## src/rtl/rsa_engine_arbiter_if.sv

```systemverilog
// ---------------------------------------------------------------------------
// rsa_engine_arbiter_if
// Bundles the two-channel request/response handshakes from the host-side
// encrypt/decrypt front ends together with the start/done interface of the
// shared modular-exponentiation engine.
//
// Signals:
//   req_valid[1:0]  request valid per channel (bit0 = enc, bit1 = dec)
//   req_ready[1:0]  request accept per channel, one-hot or zero
//   req_data0/1     channel operands (K bits)
//   rsp_valid[1:0]  result valid per channel, one-hot or zero
//   rsp_ready[1:0]  result accept per channel
//   rsp_data        shared result bus, rsp_err flags an out-of-range operand
//   eng_start       one-cycle engine start pulse
//   eng_x / eng_y   exponent / base presented to the engine
//   eng_z           engine result
//   eng_done        engine done level (a new completion is a rising edge)
//
// Modports:
//   slave  - the arbiter
//   master - the environment (host front ends plus the engine itself)
// ---------------------------------------------------------------------------
interface rsa_engine_arbiter_if #(
  parameter int K = 12
);
  logic [1:0]   req_valid;
  logic [1:0]   req_ready;
  logic [K-1:0] req_data0;
  logic [K-1:0] req_data1;
  logic [1:0]   rsp_valid;
  logic [1:0]   rsp_ready;
  logic [K-1:0] rsp_data;
  logic         rsp_err;
  logic         eng_start;
  logic [K-1:0] eng_x;
  logic [K-1:0] eng_y;
  logic [K-1:0] eng_z;
  logic         eng_done;

  modport slave (
    input  req_valid, req_data0, req_data1, rsp_ready, eng_z, eng_done,
    output req_ready, rsp_valid, rsp_data, rsp_err, eng_start, eng_x, eng_y
  );

  modport master (
    output req_valid, req_data0, req_data1, rsp_ready, eng_z, eng_done,
    input  req_ready, rsp_valid, rsp_data, rsp_err, eng_start, eng_x, eng_y
  );
endinterface

```

## src/rtl/rsa_engine_arbiter.sv

```systemverilog
// ---------------------------------------------------------------------------
// rsa_engine_arbiter
// Shares one modular-exponentiation engine between an encrypt requester
// (channel 0, public exponent E) and a decrypt requester (channel 1, private
// exponent D). Round-robin grant on contention, one request in flight at a
// time, result routed back to the channel that issued it. Operands >= N are
// answered immediately with rsp_err = 1 and never reach the engine.
//
// Ports:
//   clk    system clock, rising edge
//   rst_n  asynchronous active-low reset
//   bus    request/response handshakes and engine interface (slave side)
//   busy   high whenever the arbiter is not IDLE
// ---------------------------------------------------------------------------
module rsa_engine_arbiter #(
  parameter int K = 12,
  parameter int N = 3551,
  parameter int E = 5,
  parameter int D = 1373
) (
  input  logic                 clk,
  input  logic                 rst_n,
  rsa_engine_arbiter_if.slave  bus,
  output logic                 busy
);

  localparam logic [K-1:0] MODULUS = K'(N);
  localparam logic [K-1:0] EXP_ENC = K'(E);
  localparam logic [K-1:0] EXP_DEC = K'(D);

  typedef enum logic [1:0] {
    IDLE  = 2'd0,
    ISSUE = 2'd1,
    WAIT  = 2'd2,
    RESP  = 2'd3
  } state_t;

  state_t       state_q, state_d;
  logic [K-1:0] op_q, op_d;          // latched operand, drives eng_y
  logic [K-1:0] exp_q, exp_d;        // latched exponent, drives eng_x
  logic         cur_ch_q, cur_ch_d;
  logic         last_grant_q, last_grant_d;
  logic         done_q;
  logic [K-1:0] rsp_data_q, rsp_data_d;
  logic         rsp_err_q, rsp_err_d;

  logic         grant_ch;
  logic [K-1:0] grant_op;

  // With both channels requesting, the one not served last time wins;
  // otherwise the sole requester wins.
  assign grant_ch = (&bus.req_valid) ? ~last_grant_q : bus.req_valid[1];
  assign grant_op = grant_ch ? bus.req_data1 : bus.req_data0;

  always_comb begin
    // NOTE: every signal written here gets a default first, so no branch can
    // leave it unassigned and infer a latch.
    state_d       = state_q;
    op_d          = op_q;
    exp_d         = exp_q;
    cur_ch_d      = cur_ch_q;
    last_grant_d  = last_grant_q;
    rsp_data_d    = rsp_data_q;
    rsp_err_d     = rsp_err_q;
    bus.req_ready = 2'b00;
    bus.rsp_valid = 2'b00;
    bus.eng_start = 1'b0;

    case (state_q)
      IDLE: begin
        if (|bus.req_valid) begin
          // Handshake completes this cycle: ready is raised only for the
          // granted channel whose valid is already high.
          bus.req_ready = grant_ch ? 2'b10 : 2'b01;
          op_d          = grant_op;
          exp_d         = grant_ch ? EXP_DEC : EXP_ENC;
          cur_ch_d      = grant_ch;
          last_grant_d  = grant_ch;
          if (grant_op >= MODULUS) begin
            rsp_data_d = '0;
            rsp_err_d  = 1'b1;
            state_d    = RESP;
          end else begin
            state_d = ISSUE;
          end
        end
      end

      ISSUE: begin
        bus.eng_start = 1'b1;
        state_d       = WAIT;
      end

      WAIT: begin
        // Only a fresh rising edge counts; a done level still high from the
        // previous operation must not complete this one.
        if (bus.eng_done && !done_q) begin
          rsp_data_d = bus.eng_z;
          rsp_err_d  = 1'b0;
          state_d    = RESP;
        end
      end

      RESP: begin
        bus.rsp_valid = cur_ch_q ? 2'b10 : 2'b01;
        if (bus.rsp_ready[cur_ch_q]) begin
          state_d = IDLE;
        end
      end

      default: state_d = IDLE;
    endcase
  end

  // NOTE: all state is reset, including the datapath registers, because the
  // engine operands and the result bus are visible outputs with defined
  // reset values.
  always_ff @(posedge clk or negedge rst_n) begin
    if (!rst_n) begin
      state_q      <= IDLE;
      op_q         <= '0;
      exp_q        <= '0;
      cur_ch_q     <= 1'b0;
      last_grant_q <= 1'b1;
      done_q       <= 1'b0;
      rsp_data_q   <= '0;
      rsp_err_q    <= 1'b0;
    end else begin
      // NOTE: non-blocking assignments keep every register updating from
      // pre-edge values regardless of statement order.
      state_q      <= state_d;
      op_q         <= op_d;
      exp_q        <= exp_d;
      cur_ch_q     <= cur_ch_d;
      last_grant_q <= last_grant_d;
      done_q       <= bus.eng_done;
      rsp_data_q   <= rsp_data_d;
      rsp_err_q    <= rsp_err_d;
    end
  end

  assign bus.eng_x    = exp_q;
  assign bus.eng_y    = op_q;
  assign bus.rsp_data = rsp_data_q;
  assign bus.rsp_err  = rsp_err_q;
  assign busy         = (state_q != IDLE);

endmodule

```

## src/flat_wrapper.sv

```systemverilog
// flat-port wrapper written by rule: the top's interface ports become plain ports
module rsa_engine_arbiter_flat 
#(
  parameter int K = 12,
  parameter int N = 3551,
  parameter int E = 5,
  parameter int D = 1373
)
  (clk, rst_n, busy, bus_req_valid, bus_req_data0, bus_req_data1, bus_rsp_ready, bus_eng_z, bus_eng_done, bus_req_ready, bus_rsp_valid, bus_rsp_data, bus_rsp_err, bus_eng_start, bus_eng_x, bus_eng_y);
  rsa_engine_arbiter_if #(.K(K)) bus_i ();
  input  logic clk;
  input  logic rst_n;
  output logic busy;
  input wire logic [$bits(bus_i.req_valid)-1:0] bus_req_valid;
  input wire logic [$bits(bus_i.req_data0)-1:0] bus_req_data0;
  input wire logic [$bits(bus_i.req_data1)-1:0] bus_req_data1;
  input wire logic [$bits(bus_i.rsp_ready)-1:0] bus_rsp_ready;
  input wire logic [$bits(bus_i.eng_z)-1:0] bus_eng_z;
  input wire logic [$bits(bus_i.eng_done)-1:0] bus_eng_done;
  output wire logic [$bits(bus_i.req_ready)-1:0] bus_req_ready;
  output wire logic [$bits(bus_i.rsp_valid)-1:0] bus_rsp_valid;
  output wire logic [$bits(bus_i.rsp_data)-1:0] bus_rsp_data;
  output wire logic [$bits(bus_i.rsp_err)-1:0] bus_rsp_err;
  output wire logic [$bits(bus_i.eng_start)-1:0] bus_eng_start;
  output wire logic [$bits(bus_i.eng_x)-1:0] bus_eng_x;
  output wire logic [$bits(bus_i.eng_y)-1:0] bus_eng_y;
  assign bus_i.req_valid = bus_req_valid;
  assign bus_i.req_data0 = bus_req_data0;
  assign bus_i.req_data1 = bus_req_data1;
  assign bus_i.rsp_ready = bus_rsp_ready;
  assign bus_i.eng_z = bus_eng_z;
  assign bus_i.eng_done = bus_eng_done;
  assign bus_req_ready = bus_i.req_ready;
  assign bus_rsp_valid = bus_i.rsp_valid;
  assign bus_rsp_data = bus_i.rsp_data;
  assign bus_rsp_err = bus_i.rsp_err;
  assign bus_eng_start = bus_i.eng_start;
  assign bus_eng_x = bus_i.eng_x;
  assign bus_eng_y = bus_i.eng_y;
  rsa_engine_arbiter #(.K(K), .N(N), .E(E), .D(D)) u_core (.clk(clk), .rst_n(rst_n), .bus(bus_i), .busy(busy));
endmodule
```

## config.mk

```make
export PLATFORM = sky130hd
export DESIGN_NAME = rsa_engine_arbiter_flat
export DESIGN_NICKNAME = d
export VERILOG_FILES = /design/src/rtl/rsa_engine_arbiter_if.sv /design/src/rtl/rsa_engine_arbiter.sv /design/src/flat_wrapper.sv
export SDC_FILE = /design/constraint.sdc
export NUM_CORES = 1
export LEC_CHECK = 0
export CORE_ASPECT_RATIO = 1.25
export CORE_MARGIN = 8
export CORE_UTILIZATION = 26
export CTS_CLUSTER_DIAMETER = 150
export DETAILED_ROUTE_END_ITERATION = 6
export SLEW_MARGIN = 40
export SYNTH_ARGS = -nofsm -noshare
export SYNTH_HDL_FRONTEND = slang
export SYNTH_SLANG_ARGS = --single-unit
```

## constraint.sdc

```tcl
create_clock -name clk -period 2.05 [get_ports clk]
set_input_delay 0.205 -clock clk [delete_from_list [all_inputs] [get_ports clk]]
set_output_delay 0.205 -clock clk [all_outputs]
set_load 0.01 [all_outputs]
```

; ---- Word level (Yosys, flattened, before mapping)
; Cells that the tools add are included.
[word_totals]
reg_bits = 42
in_bits = 43
out_inout_bits = 43
elab_cells = 52
[classes]
magnitude_cmp = 2
eq_ne = 7
n_mux = 24
bitwise = 1
reduce_logical = 10
[ops]
columns = op, count
row1 = two-way mux 12 bit, 4
row2 = one-hot mux 12 bit (2 select lines), 1
row3 = two-way mux 2 bit, 9
row4 = greater-or-equal comparator 12 bit (second input constant), 1
row5 = two-way mux 11 bit, 1
row6 = != test 2 x 1 -> 1 bit (second input constant), 4
row7 = one-hot mux 2 bit (4 select lines), 1
row8 = two-way mux 1 bit, 7
row9 = == test 2 bit (second input constant), 2
row10 = AND reduction 2 bit, 2
row11 = AND reduction 4 bit, 1
row12 = nonzero test 2 bit, 2
row13 = AND reduction 3 bit, 1
row14 = == test 2 x 1 -> 1 bit (second input constant), 1
row15 = logical NOT 2 bit, 1
row16 = < comparator 1 x 2 -> 1 bit (second input constant), 1
row17 = one-hot mux 1 bit (2 select lines), 1
row18 = OR reduction 2 bit, 1
row19 = logical AND 1 bit, 1
row20 = logical NOT 1 bit, 1
row21 = inverter 1 bit, 1

; ---- Longest topological paths before layout
[depth]
depth_word = 7
ltp_mapped = 9
mapped_depth_nobuf = 6

; ---- Worst setup path after synthesis
; Ideal clock, no wire load.
[synth_timing]
path_kind = reg-to-reg
from = register u_core.state_q[0]
to = register u_core.rsp_data_q[3], in the netlist u_core.bus.rsp_data[3]
t_arrival_ps = 1863
t_required_ps = 1924
setup_slack_ps = 60
stages_incl_launch_ff = 9
n_path_buf = 3
synth_period_minus_slack_ps = 1990
cell_sequence = dfrtp_1 -> inv_1 -> ha_1 -> clkbuf_1 -> a22o_1 -> clkbuf_1 -> clkbuf_1 -> o311ai_0 -> a311o_1
[synth_via]
elab_chain_cells = 3
word_cells_on_any_way = 8
[synth_rtl]
columns = element, line_no
row1 = start: declaration, rsa_engine_arbiter.sv:38  ; state_t state_q, state_d;
row2 = start signal: assignment, rsa_engine_arbiter.sv:131  ; state_q <= state_d;
row3 = == test 2 bit or logical NOT 2 bit (tied branches), rsa_engine_arbiter.sv:69  ; case (state_q)
row4 = != test 2 x 1 -> 1 bit (no source line) or nonzero test 2 bit (tied branches), -
row5 = AND reduction 4 bit (no source line), -
row6 = end signal: assignment, rsa_engine_arbiter.sv:137  ; rsp_data_q <= rsp_data_d;
row7 = end: declaration, rsa_engine_arbiter.sv:44  ; logic [K-1:0] rsp_data_q, rsp_data_d;
; Parallel ways exist; a longest one is shown, timed or not.
; A chain may end at the register's enable or synchronous reset.

; ---- Worst setup path after layout
[layout_timing]
from = register u_core.state_q[1]
to = output port busy
[layout_via]
elab_chain_cells = 1
[layout_rtl]
columns = element, line_no
row1 = nonzero test 2 bit, rsa_engine_arbiter.sv:146  ; assign busy = (state_q != IDLE);
row2 = end: declaration, flat_wrapper.sv:13  ; output logic busy;
; Every way passes these cells.

==> flow_metrics.env <==
export IMPL_status="completed"
export IMPL_p_clk_share_pct=13.1
export IMPL_vias=1843
export IMPL_syn_to_final_growth_pct=53.06
export IMPL_viasPerCell=4.787
export IMPL_endpoint_kind="primary output"
export IMPL_r2r_start="u_core.last_grant_q$_DFFE_PN1P_"
export IMPL_cts_tree="yes"
export IMPL_dp_hpwl_mm=4.412
export IMPL_rows=35
export IMPL_instances_no_fill=385
export IMPL_place_port_buffers=80
export IMPL_combinationalPowerShare_pct=58.3
export IMPL_grt_pass1_wl_mm=10.14
export IMPL_clkTransAtPathRegs_ns=0.07
export IMPL_path_max_fanout=16
export IMPL_peakVddDrop_v=0.0006740
export IMPL_postCtsSetupBuffers=0
export IMPL_drt_iter0_drc=101
export IMPL_p_switching_mw=1.625
export IMPL_min_period_ns=1.966
export IMPL_cts_buffers=5
export IMPL_die_w_microns=92.90
export IMPL_place_inst=377
export IMPL_core_sq_um=7269
export IMPL_clk_latency_ns=0.28
export IMPL_finalInstanceArea_sq_um=2942
export IMPL_clockBufferDepth=2
export IMPL_p_per_area_nw_per_um2=1401
export IMPL_crit_type="reg2out"
export IMPL_cts_root_buf="clkbuf_8"
export IMPL_hold_buffers=0
export IMPL_wl_mm=5.869
export IMPL_setup_slack_ns=0.08372
export IMPL_layout_commonest_cell="clkdlybuf4s50_1"
export IMPL_synth_seq_cells=31
export IMPL_final_period_utilization_pct=95.92
export IMPL_ios=86
export IMPL_crit_arrival_ns=1.76
export IMPL_grt_overflow=0
export IMPL_r2r_end="u_core.bus.rsp_data[11]$_DFFE_PN0P_"
export IMPL_worst_r2r_path_depth=6
export IMPL_maxCapViolations=0
export IMPL_netlist_area_leader_share_pct=39.06
export IMPL_p_int_mw=2.496
export IMPL_cts_htree_levels=2
export IMPL_p_seq_share_pct=28.6
export IMPL_dr_pass1_iters=4
export IMPL_initial_core_util_pct=26.44
export IMPL_ant_nets=0
export IMPL_hp_class="in2async"
export IMPL_grt_pass1_vias=2093
export IMPL_final_util_pct=40.46
export IMPL_synthTopCellsByArea="dfrtp_1 (39%), nand2_1 (10%), mux2i_1 (6.8%)"
export IMPL_dieArea_sq_um=10420
export IMPL_rsz0062_at_grt="false"
export IMPL_yosys_area_top_type="dfrtp_1"
export IMPL_tightest_slew_ns=0.5893
export IMPL_wl_per_cell_microns=15.24
export IMPL_cp_required_ns=1.85
export IMPL_diodes=0
export IMPL_setup_tns_ns=0
export IMPL_drv_slew=0
export IMPL_drive_gt1_share_pct=9.215
export IMPL_place_gp_congestion=0.7448
export IMPL_relSlewSlack_pct=60.67
export IMPL_grt_max_degree=37
export IMPL_ys_types=35
export IMPL_post_place_ws_ns=-0.05125
export IMPL_p_sw_share_pct=39.43
export IMPL_critPathLaunchType="flip-flop"
export IMPL_setup_viol=0
export IMPL_clock_sinks=31
export IMPL_synthCells=216
export IMPL_placed_cell_area_sq_um=2816
export IMPL_holdWs_ns=0.3361
export IMPL_fmax_ghz=0.5086
export IMPL_power_leakage_nw=1.204
export IMPL_route_detailed_drc=0
export IMPL_ys_warn_count=0
export IMPL_hold_viol=0
export IMPL_synth_avg_cell_area_sq_um=8.897
export IMPL_finalNetCount=339
export IMPL_synth_area_sq_um=1922
export IMPL_r2r_slack_ns=0.24
export IMPL_chipHeight_microns=112.1
export IMPL_antenna_found_initial=0
export IMPL_ys_seq_area_share_pct=40.43
export IMPL_finalClockSkew_ns=0.006451
export IMPL_grtUsageTotal_pct=11.75
export IMPL_p_total_mw=4.121
export IMPL_final_cell_mix="clkdlybuf4s50_1 (78), nand2_1 (52), dfrtp_1 (30)"
[how the worst max path moves through the flow]
stage / start / to / slack [ns] / depth (start not counted)
finish: u_core.state_q[1]$_DFFE_PN0P_ / busy / 0.08 / 5
global route: u_core.state_q[1]$_DFFE_PN0P_ / busy / 0.002 / 5
CTS: u_core.state_q[1]$_DFFE_PN0P_ / busy / 0.04 / 5
detailed placement: bus_req_valid[1] / u_core.bus.rsp_data[7]$_DFFE_PN0P_ / -0.05 / 6
global placement: bus_req_valid[1] / u_core.bus.rsp_data[9]$_DFFE_PN0P_ / -0.006 / 6
floorplan: u_core.state_q[0]$_DFFE_PN0P_ / u_core.bus.rsp_data[3]$_DFFE_PN0P_ / 0.06 / 8
[worst max-delay path, cell delays in order (launching register included)]
cell	delay, ns
dfrtp_1	0.42
inv_1	0.11
ha_4	0.20
buf_6	0.15
inv_1	0.07
clkdlybuf4s50_1	0.53
[timing repair]
action / in CTS / in global routing
endpoints found under the hold margin: 0 / 0
gates resized for setup: 2 / 3
setup endpoints to repair: 3 / 3
[routing by layer]
metal  track usage [%]  wire [microns]  up-vias
li1                  -               -      922
met5                 0               0        -
met2             19.55            2812       67
met3             4.806             522        2
met1             13.52            2507      852
met4             2.909              27        0
[power groups by stage]
stage               Sequential (mW)  Clock [mW]  Combinational [mW]
finish                         1.18       0.538                2.40
global route                   1.23       0.586                2.69
CTS                            1.18       0.564                2.45
detailed placement             1.19           0                2.41
global placement               1.18           0                2.36
floorplan                      1.26           0                1.23
[cell usage after synthesis (all sizes together)]
| library cell | instances |
|---|---|
| nor2 | 5 |
| o211ai | 2 |
| a21boi | 1 |
| or3 | 1 |
| a311o | 12 |
| a21o | 3 |
| nand2 | 52 |
| a21oi | 1 |
| nor2b | 1 |
| dfrtp | 30 |
| a22o | 1 |
| nand2b | 2 |
| mux2i | 13 |
| o31ai | 1 |
| and3 | 1 |
| nor3 | 1 |
| nand4 | 1 |
| a22oi | 1 |
| and2 | 3 |
| a211oi | 11 |
| dfstp | 1 |
| a31oi | 2 |
| clkbuf | 15 |
| buf | 13 |
| conb | 1 |
| inv | 4 |
| o311ai | 11 |
| nand3 | 5 |
| a311oi | 2 |
| o21ai | 15 |
| ha | 4 |
[cell families after synthesis]
| family | after synthesis | synth area share [%] |
|---|---|---|
| mux | 13 | 6.771 |
| buf+inv | 32 | 8.788 |
| flops | 31 | 40.43 |
| compound gates | 63 | 25.46 |
| simple gates | 72 | 15.76 |
| fa+ha+maj | 4 | 2.604 |
| other cells | 1 | 0.1951 |
[final cells by class]
class                      count  area [sq um]
clock inverter                 1         7.507
tap                           92         115.1
sequential                    31         777.0
timing repair buffer          93         919.6
multi-input combinational    157          1011
fill                         795          4328
inverter                       4         15.01
clock buffer                   7         96.34
[state kept, by name (all words and copies together), names as in the netlist]
signal and flops:
u_core.bus.rsp_data 12, u_core.state_q 2, u_core.bus.eng_y 12, u_core.done_q 1, u_core.bus.rsp_err 1, u_core.last_grant_q 1, u_core.bus.eng_x 2
Power figures use the tool's default switching activity.
